**src/rtl/uart_cmd_bridge_if.sv**
```systemverilog
// uart_cmd_bridge_if
//   Bundles the command-source handshake and the UART byte/feedback signals
//   that pass through uart_cmd_bridge.
//   master : mode controllers + UART side (drives src_*, tx_ready, rx_*)
//   slave  : the bridge itself (drives src_ready, tx_bits, fb_*)
// Signals
//   src_sel    SEL_W            index of the source allowed to enqueue
//   src_bits   NUM_SRC*DATA_W   source i byte at [i*DATA_W +: DATA_W]
//   src_valid  NUM_SRC          source i has a byte
//   src_ready  NUM_SRC          byte of source i accepted when valid&ready
//   tx_bits    DATA_W           byte presented to the UART transmitter
//   tx_ready   1                UART consumed tx_bits (1-cycle pulse)
//   rx_bits    DATA_W           byte received by the UART
//   rx_valid   1                rx_bits valid (1-cycle pulse)
//   fb_bits    DATA_W           last received byte, registered
//   fb_valid   1                fb_bits just updated (1-cycle pulse)
interface uart_cmd_bridge_if #(
  parameter int NUM_SRC = 2,
  parameter int DATA_W  = 8,
  parameter int SEL_W   = 1
);
  logic [SEL_W-1:0]          src_sel;
  logic [NUM_SRC*DATA_W-1:0] src_bits;
  logic [NUM_SRC-1:0]        src_valid;
  logic [NUM_SRC-1:0]        src_ready;
  logic [DATA_W-1:0]         tx_bits;
  logic                      tx_ready;
  logic [DATA_W-1:0]         rx_bits;
  logic                      rx_valid;
  logic [DATA_W-1:0]         fb_bits;
  logic                      fb_valid;

  modport master (
    output src_sel, src_bits, src_valid, tx_ready, rx_bits, rx_valid,
    input  src_ready, tx_bits, fb_bits, fb_valid
  );

  modport slave (
    input  src_sel, src_bits, src_valid, tx_ready, rx_bits, rx_valid,
    output src_ready, tx_bits, fb_bits, fb_valid
  );
endinterface

```
**src/rtl/uart_cmd_bridge.sv**
```systemverilog
// uart_cmd_bridge
//   N-source command bridge between the mode controllers and the UART.
//   The selected source pushes bytes into a TX FIFO that the UART drains
//   with tx_ready pulses; the head is shown on a registered tx_bits
//   (IDLE_BYTE while empty). Received UART bytes are registered onto
//   fb_bits with a one-cycle fb_valid pulse. Single clock domain (UART clock).
// Ports
//   clk         UART clock, the only clock
//   rst_n       asynchronous reset, active-low
//   bus         uart_cmd_bridge_if.slave (source handshake, tx/rx, feedback)
//   flush       synchronous clear of the FIFO and the overflow flag
//   fifo_count  FIFO occupancy 0..FIFO_DEPTH
//   overflow    sticky: selected source was stalled by a full FIFO
// Configuration
//   UART_CMD_BRIDGE_FLUSH_ON_SWITCH_EN : when defined, a change of src_sel
//   (against its registered copy) acts as a one-cycle internal flush so
//   commands queued by the previous mode are discarded.
module uart_cmd_bridge #(
  parameter int                NUM_SRC    = 2,
  parameter int                DATA_W     = 8,
  parameter int                FIFO_DEPTH = 8,
  parameter int                SEL_W      = 1,
  parameter logic [DATA_W-1:0] IDLE_BYTE  = '0
) (
  input  logic                        clk,
  input  logic                        rst_n,
  uart_cmd_bridge_if.slave            bus,
  input  logic                        flush,
  output logic [$clog2(FIFO_DEPTH):0] fifo_count,
  output logic                        overflow
);

  localparam int PTR_W = $clog2(FIFO_DEPTH);
  localparam int CNT_W = PTR_W + 1;

  logic [DATA_W-1:0]  mem [FIFO_DEPTH];
  logic [PTR_W-1:0]   wr_ptr;
  logic [PTR_W-1:0]   rd_ptr;
  logic [PTR_W-1:0]   rd_ptr_nxt;
  logic [CNT_W-1:0]   count;
  logic [CNT_W-1:0]   count_nxt;
  logic [DATA_W-1:0]  tx_q;
  logic [DATA_W-1:0]  tx_nxt;
  logic [DATA_W-1:0]  fb_bits_q;
  logic               fb_valid_q;
  logic               overflow_q;

  logic [NUM_SRC-1:0] sel_onehot;
  logic               sel_valid;
  logic [DATA_W-1:0]  sel_data;
  logic               full;
  logic               empty;
  logic               switch_flush;
  logic               clear;
  logic               push;
  logic               pop;
  logic               stall;

  // Source decode; src_sel values with no matching source select nothing.
  always_comb begin
    sel_onehot = '0;
    sel_valid  = 1'b0;
    sel_data   = '0;
    for (int i = 0; i < NUM_SRC; i++) begin
      if (bus.src_sel == SEL_W'(i)) begin
        sel_onehot[i] = 1'b1;
        sel_valid     = bus.src_valid[i];
        sel_data      = bus.src_bits[i*DATA_W +: DATA_W];
      end
    end
  end

`ifdef UART_CMD_BRIDGE_FLUSH_ON_SWITCH_EN
  logic [SEL_W-1:0] sel_q;

  // Remembers last cycle's selection so a mode switch can be detected.
  always_ff @(posedge clk or negedge rst_n) begin
    if (!rst_n) begin
      sel_q <= '0;
    end else begin
      sel_q <= bus.src_sel;
    end
  end

  assign switch_flush = (bus.src_sel != sel_q);
`else
  assign switch_flush = 1'b0;
`endif

  assign full  = (count == CNT_W'(FIFO_DEPTH));
  assign empty = (count == '0);
  assign clear = flush | switch_flush;

  // Ready never looks at tx_ready: a full FIFO refuses even while popping.
  // It is also held low while reset is asserted.
  assign bus.src_ready = (rst_n && !full && !clear) ? sel_onehot : '0;

  assign push  = sel_valid && !full && !clear;
  assign pop   = bus.tx_ready && !empty && !clear;
  assign stall = sel_valid && full && !clear;

  // Next occupancy, read pointer and the byte to show on tx_bits.
  always_comb begin
    count_nxt  = count;
    rd_ptr_nxt = rd_ptr + PTR_W'(pop);
    tx_nxt     = IDLE_BYTE;
    case ({push, pop})
      2'b10:   count_nxt = count + CNT_W'(1);
      2'b01:   count_nxt = count - CNT_W'(1);
      default: count_nxt = count;
    endcase
    if (clear || count_nxt == '0) begin
      tx_nxt = IDLE_BYTE;
    end else if (count == CNT_W'(pop)) begin
      // Everything stored is gone after this pop, so the byte being pushed
      // now is the new head; it is not in the memory yet.
      tx_nxt = sel_data;
    end else begin
      tx_nxt = mem[rd_ptr_nxt];
    end
  end

  // FIFO pointers, occupancy and the registered head byte.
  always_ff @(posedge clk or negedge rst_n) begin
    if (!rst_n) begin
      wr_ptr <= '0;
      rd_ptr <= '0;
      count  <= '0;
      tx_q   <= IDLE_BYTE;
    end else if (clear) begin
      wr_ptr <= '0;
      rd_ptr <= '0;
      count  <= '0;
      tx_q   <= IDLE_BYTE;
    end else begin
      if (push) begin
        wr_ptr <= wr_ptr + PTR_W'(1);
      end
      rd_ptr <= rd_ptr_nxt;
      count  <= count_nxt;
      tx_q   <= tx_nxt;
    end
  end

  // Storage needs no reset; occupancy decides which entries are meaningful.
  always_ff @(posedge clk) begin
    if (push) begin
      mem[wr_ptr] <= sel_data;
    end
  end

  // Sticky overflow, cleared only by a flush (external or on switch).
  always_ff @(posedge clk or negedge rst_n) begin
    if (!rst_n) begin
      overflow_q <= 1'b0;
    end else if (clear) begin
      overflow_q <= 1'b0;
    end else if (stall) begin
      overflow_q <= 1'b1;
    end
  end

  // Feedback path is deliberately unaffected by flush.
  always_ff @(posedge clk or negedge rst_n) begin
    if (!rst_n) begin
      fb_bits_q  <= '0;
      fb_valid_q <= 1'b0;
    end else begin
      fb_valid_q <= bus.rx_valid;
      if (bus.rx_valid) begin
        fb_bits_q <= bus.rx_bits;
      end
    end
  end

  assign bus.tx_bits  = tx_q;
  assign bus.fb_bits  = fb_bits_q;
  assign bus.fb_valid = fb_valid_q;
  assign fifo_count   = count;
  assign overflow     = overflow_q;

endmodule

```
**src/flat_wrapper.sv**
```systemverilog
// flat-port wrapper written by rule: the top's interface ports become plain ports
module uart_cmd_bridge_flat 
#(
  parameter int                NUM_SRC    = 2,
  parameter int                DATA_W     = 8,
  parameter int                FIFO_DEPTH = 8,
  parameter int                SEL_W      = 1,
  parameter logic [DATA_W-1:0] IDLE_BYTE  = '0
)
  (clk, rst_n, flush, fifo_count, overflow, bus_src_sel, bus_src_bits, bus_src_valid, bus_tx_ready, bus_rx_bits, bus_rx_valid, bus_src_ready, bus_tx_bits, bus_fb_bits, bus_fb_valid);
  uart_cmd_bridge_if #(.NUM_SRC(NUM_SRC), .DATA_W(DATA_W), .SEL_W(SEL_W)) bus_i ();
  input  logic clk;
  input  logic rst_n;
  input  logic flush;
  output logic [$clog2(FIFO_DEPTH):0] fifo_count;
  output logic overflow;
  input wire logic [$bits(bus_i.src_sel)-1:0] bus_src_sel;
  input wire logic [$bits(bus_i.src_bits)-1:0] bus_src_bits;
  input wire logic [$bits(bus_i.src_valid)-1:0] bus_src_valid;
  input wire logic [$bits(bus_i.tx_ready)-1:0] bus_tx_ready;
  input wire logic [$bits(bus_i.rx_bits)-1:0] bus_rx_bits;
  input wire logic [$bits(bus_i.rx_valid)-1:0] bus_rx_valid;
  output wire logic [$bits(bus_i.src_ready)-1:0] bus_src_ready;
  output wire logic [$bits(bus_i.tx_bits)-1:0] bus_tx_bits;
  output wire logic [$bits(bus_i.fb_bits)-1:0] bus_fb_bits;
  output wire logic [$bits(bus_i.fb_valid)-1:0] bus_fb_valid;
  assign bus_i.src_sel = bus_src_sel;
  assign bus_i.src_bits = bus_src_bits;
  assign bus_i.src_valid = bus_src_valid;
  assign bus_i.tx_ready = bus_tx_ready;
  assign bus_i.rx_bits = bus_rx_bits;
  assign bus_i.rx_valid = bus_rx_valid;
  assign bus_src_ready = bus_i.src_ready;
  assign bus_tx_bits = bus_i.tx_bits;
  assign bus_fb_bits = bus_i.fb_bits;
  assign bus_fb_valid = bus_i.fb_valid;
  uart_cmd_bridge #(.NUM_SRC(NUM_SRC), .DATA_W(DATA_W), .FIFO_DEPTH(FIFO_DEPTH), .SEL_W(SEL_W), .IDLE_BYTE(IDLE_BYTE)) u_core (.clk(clk), .rst_n(rst_n), .bus(bus_i), .flush(flush), .fifo_count(fifo_count), .overflow(overflow));
endmodule
```
**config.mk**
```make
export PLATFORM = sky130hd
export DESIGN_NAME = uart_cmd_bridge_flat
export DESIGN_NICKNAME = d
export VERILOG_FILES = /design/src/rtl/uart_cmd_bridge_if.sv /design/src/rtl/uart_cmd_bridge.sv /design/src/flat_wrapper.sv
export SDC_FILE = /design/constraint.sdc
export NUM_CORES = 1
export LEC_CHECK = 0
export BUFFER_PORTS_ARGS = -buffer_cell sky130_fd_sc_hd__buf_2
export CORE_AREA = 4 4 100 102
export DETAILED_ROUTE_END_ITERATION = 12
export DIE_AREA = 0 0 104 106
export PLACE_DENSITY_LB_ADDON = 0.1
export SLEW_MARGIN = 10
export SYNTH_ARGS = -nofsm -noshare
export SYNTH_HDL_FRONTEND = slang
export SYNTH_SLANG_ARGS = --single-unit
```
**constraint.sdc**
```tcl
create_clock -name clk -period 4.3 [get_ports clk]
set_input_delay 0.86 -clock clk [delete_from_list [all_inputs] [get_ports clk]]
set_output_delay 0.86 -clock clk [all_outputs]
set_load 0.005 [all_outputs]
```
==> reports/qor.txt, run 1 <==
Pwr per Cell Area: 416 mW/mm²
Final Cycle Share: 81.0%
initial antenna violation count: 0
Hold Crit Class: register to register
vias: 2,203
Max-cap violations: 0
worst path cell trace: nor4b_1 -> nor2_1 -> nand2_1 -> ha_1 -> xor2_1 -> ha_1 -> nor2_1 -> a21oi_1 -> a211o_1 -> a211oi_4 -> nor2_1
startpoint type of the worst setup path: register
io pins: 56
Cell variety after synth: 36
clock skew: 9.62 ps
Psw: 467 µW
Reg2Reg Depth: 11
Sw Share: 24.2%
H-tree levels: 3
Setup crit end kind: register
R2R Path Start: u_core.fifo_count[2]
Synth Area in Compound Gates: 4.30%
Net count, final: 343
Pint: 1.47 mW
die width: 104 µm
Synth area leader: edfxtp_1
Initial Util: 44.1%
Remaining DRCs: 0
sequential cell area fraction in the yosys report: 65.3%
Post CTS Setup Buffer Count: 0
Leak: 1.82 nW
cells after synthesis: 247
RSZ-0062 raised after global routing: no
largest family of logic cells by synthesized area: multiplexers
Post-Syn Area: 0.00402 mm²
WS Path Type: register to register
relative slew slack: 31.7%
largest cells by area after synthesis: edfxtp_1 48%, dfrtp_1 17%, mux4_1 10%, mux2_2 4.8%, nor2_1 2.3%
Hold Vio Cnt, Final: 0
FP Rows: 35
Antenna Cells: 0
Async S/R FF share, synth: 30.4%
Antenna Nets Post-Route: 0
DRT iter0 DRCs: 69
Core ar.: 0.00911 mm²
Hold-fix buffers, CTS: 0
Num CTS Buffers: 9
Seq pwr share: 53.2%
Ys Warns: 0
launch point of the critical path: u_core.fifo_count[2]
R2R Path End: u_core.bus.tx_bits[2]
FMAX: 0.287 GHz
HPWL Detailed: 5.14 mm
first-pass GRT wire length: 12.7 mm
final wirelength: 7.81 mm
clock slew at reported path FFs: 80 ps
clock share of power: 32.8%
outcome: finished clean
Die Ht: 106 µm
Adder-Cell Fraction of Synth Area: 1.87%
pre-CTS setup slack: 454 ps
Post-synth EDFFs: 64
flop-to-flop setup slack: 820 ps
mux share of post-synthesis cell area: 15.7%
Skew-Pair Late Insertion Delay: 350 ps
drt first pass iters: 4
port bufs: 55
Max VDD drop: 198 µV
final-report max-slew violation count: 0
setup TNS: 0 ps
aggregate global routing overflow: 0
main flop type after synthesis: edfxtp_1
clock root buffer: clkbuf_8
Crit path required time: 4510 ps
Comb power frac: 14.1%
synthesized flop and latch total: 92
CTS max path bufs: 2
Max stage delay cell, worst path: nor4b_1
drt wl/cell: 18.5 µm
vias per cell: 5.23
Syn Area/Cell: 16.3 µm²
CP max stage delay: 590 ps
xor and xnor fraction of the mapped netlist area: 1.93%
Slew @ Worst Pin: 1020 ps
crit path time final: 3480 ps
CTS tree: yes
CP arrival: 3700 ps
Die Area: 0.0110 mm²
net count after synthesis: 285
hold_sp: u_core.bus.fb_bits[5]
share of layout cells above drive strength 1: 32.6%
area share of the largest cell type after synthesis: 47.9%
largest net degree at the start of global routing: 31
Most Frequent Cell on Critical Path: nor2_1
Layout area overhead: 15.8%
gr usage total: 15.1%
Post-CTS Resized: 0
setup slack after layout: 816 ps
vias in the first global route: 2,367
CTS sink cnt: 92
Crit Path Max Fanout: 9
final setup vio count: 0
worst setup path end: u_core.bus.tx_bits[2]
post-synthesis simple-gate area fraction: 8.82%
routability cong.: 0.695
## cells in the final DEF, fill, tap and decap left out, types with 2 or more instances in the layout
cell / n
a21oi_1: 5
a311o_1: 8
buf_2: 55
buf_4: 7
bufinv_16: 2
clkbuf_1: 2
clkbuf_8: 10
dfrtp_1: 28
edfxtp_1: 64
ha_1: 6
inv_1: 2
mux2_2: 17
mux2i_1: 2
mux4_1: 16
nand2_1: 13
nand2b_1: 9
nand4b_1: 2
nor2_1: 25
nor2b_1: 6
nor3_1: 3
nor3b_1: 2
nor4b_2: 2
xnor2_1: 3
xor2_1: 4
## state kept, by name, indices dropped and copies added (netlist names)
name,cells
u_core.mem,64
u_core.bus.fb_bits,8
u_core.bus.tx_bits,8
u_core.fifo_count,4
u_core.rd_ptr,3
u_core.wr_ptr,3
u_core.bus.fb_valid,1
u_core.overflow,1
## Yosys cell counts (2+ instances only)
master    count
xor2_1        4
nor2b_1       6
edfxtp_1     64
inv_1         2
mux2i_1       2
xnor2_1       3
ha_1          6
nor4b_1       3
mux4_1       16
nand2_1      13
nand2b_1      9
a21oi_1       5
nor3_1        4
a311o_1       8
buf_2         6
clkbuf_1      6
nor2_1       25
nor3b_1       3
nand4b_1      2
mux2_2       17
dfrtp_1      28
## cell type report
| cell class | instances | area (µm²) |
|---|---|---|
| clock buffers | 12 | 145 |
| well taps | 111 | 139 |
| multi-input cells | 138 | 1330 |
| inverters | 2 | 7.51 |
| clock inverters | 4 | 73.8 |
| repair buffers | 62 | 328 |
| fillers | 807 | 4460 |
| flip-flops and latches | 92 | 2620 |
## how the worst min path moves through the flow
stage                            endpoint  slack [ps]  cells after the start
floorplan                 u_core.overflow         490                      2
global route              u_core.overflow         530                      2
detailed placement        u_core.overflow         490                      2
global placement    u_core.bus.fb_bits[5]         480                      1
finish              u_core.bus.fb_bits[5]         500                      1
CTS                       u_core.overflow         510                      2
## per-stage QoR
stage,hold WS [ps],total power [mW],std cells,utilization [%],area [µm²]
6_report,504,1.93,421,51.0,4650
5_1_grt,531,2.04,421,51.0,4650
4_1_cts,509,1.96,421,51.0,4650
3_5_place_dp,489,1.33,405,48.6,4430
3_3_place_gp,484,1.32,405,48.6,4430
2_1_floorplan,486,1.22,247,-,4020
## layer usage
layer	global-route usage, %	share of wire, %	wire [µm]	up-vias
li1	-	-	-	1065
met1	19.4	44	3460	1075
met2	25.0	49	3840	55
met3	3.89	4.8	372	8
met4	5.51	1.8	140	0
met5	0	0	0	-
## cell families (layout without fill, tap and decap cells)
family	after synthesis	count (layout)
buffers and inverters	17	80
adders and majority gates	6	6
xor gates and xnor gates	8	8
muxes	35	35
DFF	92	92
and+or+nand+nor	70	70
AOI/OAI and AO/OA	19	19
## power by group through the flow
stage | Clock, mW | Combinational [mW] | Sequential (mW)
floorplan | 0 | 0.186 | 1.04
global placement | 0 | 0.271 | 1.05
detailed placement | 0 | 0.278 | 1.05
CTS | 0.651 | 0.280 | 1.03
global route | 0.692 | 0.309 | 1.03
finish | 0.633 | 0.272 | 1.03
## worst max-delay path, delay by kind of cell, from the launching register on
| kind | cells | cell delay [ps] |
|---|---|---|
| AO/OA/AOI/OAI | 3 | 860 |
| XOR/XNOR | 1 | 200 |
| adder cells (fa/ha/maj) | 2 | 610 |
| flip-flops | 1 | 500 |
| AND/OR/NAND/NOR | 5 | 1190 |
(Power assumes the default switching activity.)
==> inputs of run 2 (changes only) <==
Clock period 4.3 ns to 3.6 ns, I/O delays scaled along.
==> run 2 against run 1 <==
Effect of this change: critical path depth up 1; flip-flop and latch count unchanged; worst setup slack worse by 340 ps; wire length up 3.3%; largest cell class unchanged; cell area up 0.27%.
==> reports/qor.txt, run 2 (same netlist as run 1, synthesis figures left out) <==
relative slew slack: 29.9% (-1.9 points)
CTS max path bufs: 2 (unchanged)
die width: 104 µm (unchanged)
setup slack after layout: 480 ps (-336 ps)
total power draw: 2.19 mW (+13%)
routability cong.: 0.749 (+7.7%)
FP Rows: 35 (unchanged)
Skew-Pair Late Insertion Delay: 340 ps (about the same)
share of layout cells above drive strength 1: 34.5% (+1.9 points)
R2R Path End: u_core.bus.tx_bits[1]
vias in the first global route: 2,409 (+1.8%)
CTS sink cnt: 92 (unchanged)
Remaining DRCs: 0 (unchanged)
Seq pwr share: 55.7% (+2.5 points)
CP Buf/Inv Count: 1 (+1)
RSZ-0062 raised after global routing: no
Core ar.: 0.00911 mm² (unchanged)
Slew @ Worst Pin: 1050 ps (+27.9 ps)
clock skew: 7.13 ps (-2.49 ps)
final setup vio count: 0 (unchanged)
Crit path required time: 3820 ps (-690 ps)
vias per cell: 5.35 (+2.2%)
Most Frequent Cell on Critical Path: nor2_1
fillers: 770 (-4.6%)
Sw Share: 26.8% (+2.6 points)
largest net degree at the start of global routing: 23 (-26%)
Leak: 1.84 nW (+0.76%)
Hold-fix buffers, CTS: 0 (unchanged)
worst setup path end: u_core.bus.tx_bits[1]
Die Ht: 106 µm (unchanged)
Max VDD drop: 219 µV (+11%)
Antenna Nets Post-Route: 0 (unchanged)
crit path time final: 3120 ps (-364 ps)
drt first pass iters: 4 (unchanged)
worst path cell trace: nor4b_1 -> buf_4 -> nor2_1 -> nand2_1 -> ha_1 -> xor2_1 -> ha_1 -> nor2_1 -> a21oi_1 -> a211o_1 -> a211oi_4 -> nor2_1
initial antenna violation count: 0 (unchanged)
final wirelength: 8.06 mm (+3.3%)
FMAX: 0.321 GHz (+12%)
CP arrival: 3340 ps (-360 ps)
HPWL Detailed: 5.42 mm (+5.5%)
startpoint type of the worst setup path: register
Max-cap violations: 0 (unchanged)
number of flip-flops in the largest register: 64 (unchanged)
pre-CTS setup slack: 217 ps (-236 ps)
Post CTS Setup Buffer Count: 0 (unchanged)
Levels on crit path: 12 (+1)
Final Cycle Share: 86.7% (+5.6 points)
first-pass GRT wire length: 12.8 mm (+0.98%)
CP max stage delay: 440 ps (-150 ps)
flop-to-flop setup slack: 480 ps (-340 ps)
Hold Crit Class: input port to async pin
clock share of power: 28.4% (-4.4 points)
Largest Register: u_core.mem
Setup crit end kind: register
port bufs: 55 (unchanged)
Die Area: 0.0110 mm² (unchanged)
gr usage total: 15.3% (+0.18 points)
Num CTS Buffers: 9 (unchanged)
drt wl/cell: 18.8 µm (+1.1%)
DRT iter0 DRCs: 98 (+42%)
Layout area overhead: 16.1%
Crit Path Max Fanout: 8 (-1)
setup TNS: 0 ps (unchanged)
Multi-input gate area: 0.00132 mm² (-0.75%)
H-tree levels: 3 (unchanged)
Max stage delay cell, worst path: a211oi_4
Crit path max-delay family: compound AO/OA/AOI/OAI gates
clock slew at reported path FFs: 90 ps (about the same)
io pins: 56 (unchanged)
Antenna Cells: 0 (unchanged)
R2R Path Start: u_core.fifo_count[2]
Net count, final: 352 (+2.6%)
FF/Latch Area: 0.00262 mm² (unchanged)
WS Path Type: register to register
Psw: 586 µW (+25%)
vias: 2,299 (+4.4%)
CTS tree: yes
launch point of the critical path: u_core.fifo_count[2]
final-report max-slew violation count: 0 (unchanged)
most frequent cells in the layout: 64 x edfxtp_1, 55 x buf_2, 28 x dfrtp_1, 25 x nor2_1, 17 x mux2_2
Pint: 1.60 mW (+9.3%)
Reg2Reg Depth: 12 (+1)
clock root buffer: clkbuf_8
Post-CTS Resized: 0 (unchanged)
Pwr per Cell Area: 469 mW/mm² (+13%)
most common cell after layout, fill and taps aside: edfxtp_1
aggregate global routing overflow: 0 (unchanged)
Comb power frac: 15.9% (+1.8 points)
outcome: finished clean
Initial Util: 44.1% (unchanged)
Hold Vio Cnt, Final: 0 (unchanged)
==> run 2: changes by cell type in the layout (fill, tap and decap cells not counted), moves of 2 or more <==
| cell | delta |
|---|---|
| clkbuf_1 | -2 |
| buf_4 | +9 |
| bufinv_16 | -2 |
| clkinvlp_4 | +3 |
| inv_6 | +2 |
==> run 2: area by class of cell <==
| type | count | area share, % |
|---|---|---|
| Clock buffer | 9 | 2.66 |
| Clock inverter | 7 | 1.07 |
| Inverter | 2 | 0.161 |
| Multi-Input combinational cell | 138 | 28.4 |
| Sequential cell | 92 | 56.3 |
| Tap cell | 111 | 2.98 |
| Timing Repair Buffer | 71 | 8.48 |
==> run 2: power by group through the flow <==
stage                     sequential [mW]  combinational (mW)  clock, mW
final                                1.22               0.348      0.621
after global placement               1.24               0.346          0
after CTS                            1.22               0.355      0.644
after global routing                 1.23               0.389      0.686
after detailed placement             1.24               0.353          0
after floorplan                      1.24               0.222          0
==> run 2: how the worst min path moves through the flow <==
stage | from | end | cells past startpoint
4_1_cts | rst_n | u_core.wr_ptr[1] | 1
2_1_floorplan | rst_n | u_core.bus.fb_bits[0] | 0
3_3_place_gp | u_core.bus.fb_bits[5] | u_core.bus.fb_bits[5] | 1
6_report | rst_n | u_core.wr_ptr[1] | 1
3_5_place_dp | u_core.overflow | u_core.overflow | 2
5_1_grt | rst_n | u_core.wr_ptr[1] | 1
==> run 2: worst reg2reg max path: stages, from the launching register on <==
cell	delay (ps)
dfrtp_1	400
nor4b_1	310
buf_4	180
nor2_1	70
nand2_1	220
ha_1	340
xor2_1	170
ha_1	260
nor2_1	100
a21oi_1	90
a211o_1	310
a211oi_4	440
nor2_1	100
==> run 2: per-stage QoR <==
step                hold slack, ps  std cells  util [%]  instance area [µm²]
finish                         206        430      51.2                 4660
floorplan                      424        247         -                 4020
detailed placement             492        414      49.3                 4490
CTS                            192        430      51.2                 4660
global placement               483        414      49.3                 4490
global route                   201        430      51.2                 4660
==> run 2: layer usage <==
metal	global-route usage (%)	wire length (µm)	vias up
li1	-	-	1078
met3	3.40	453	7
met1	19.6	3470	1142
met5	0	0	-
met2	25.7	4050	72
met4	5.41	85	0
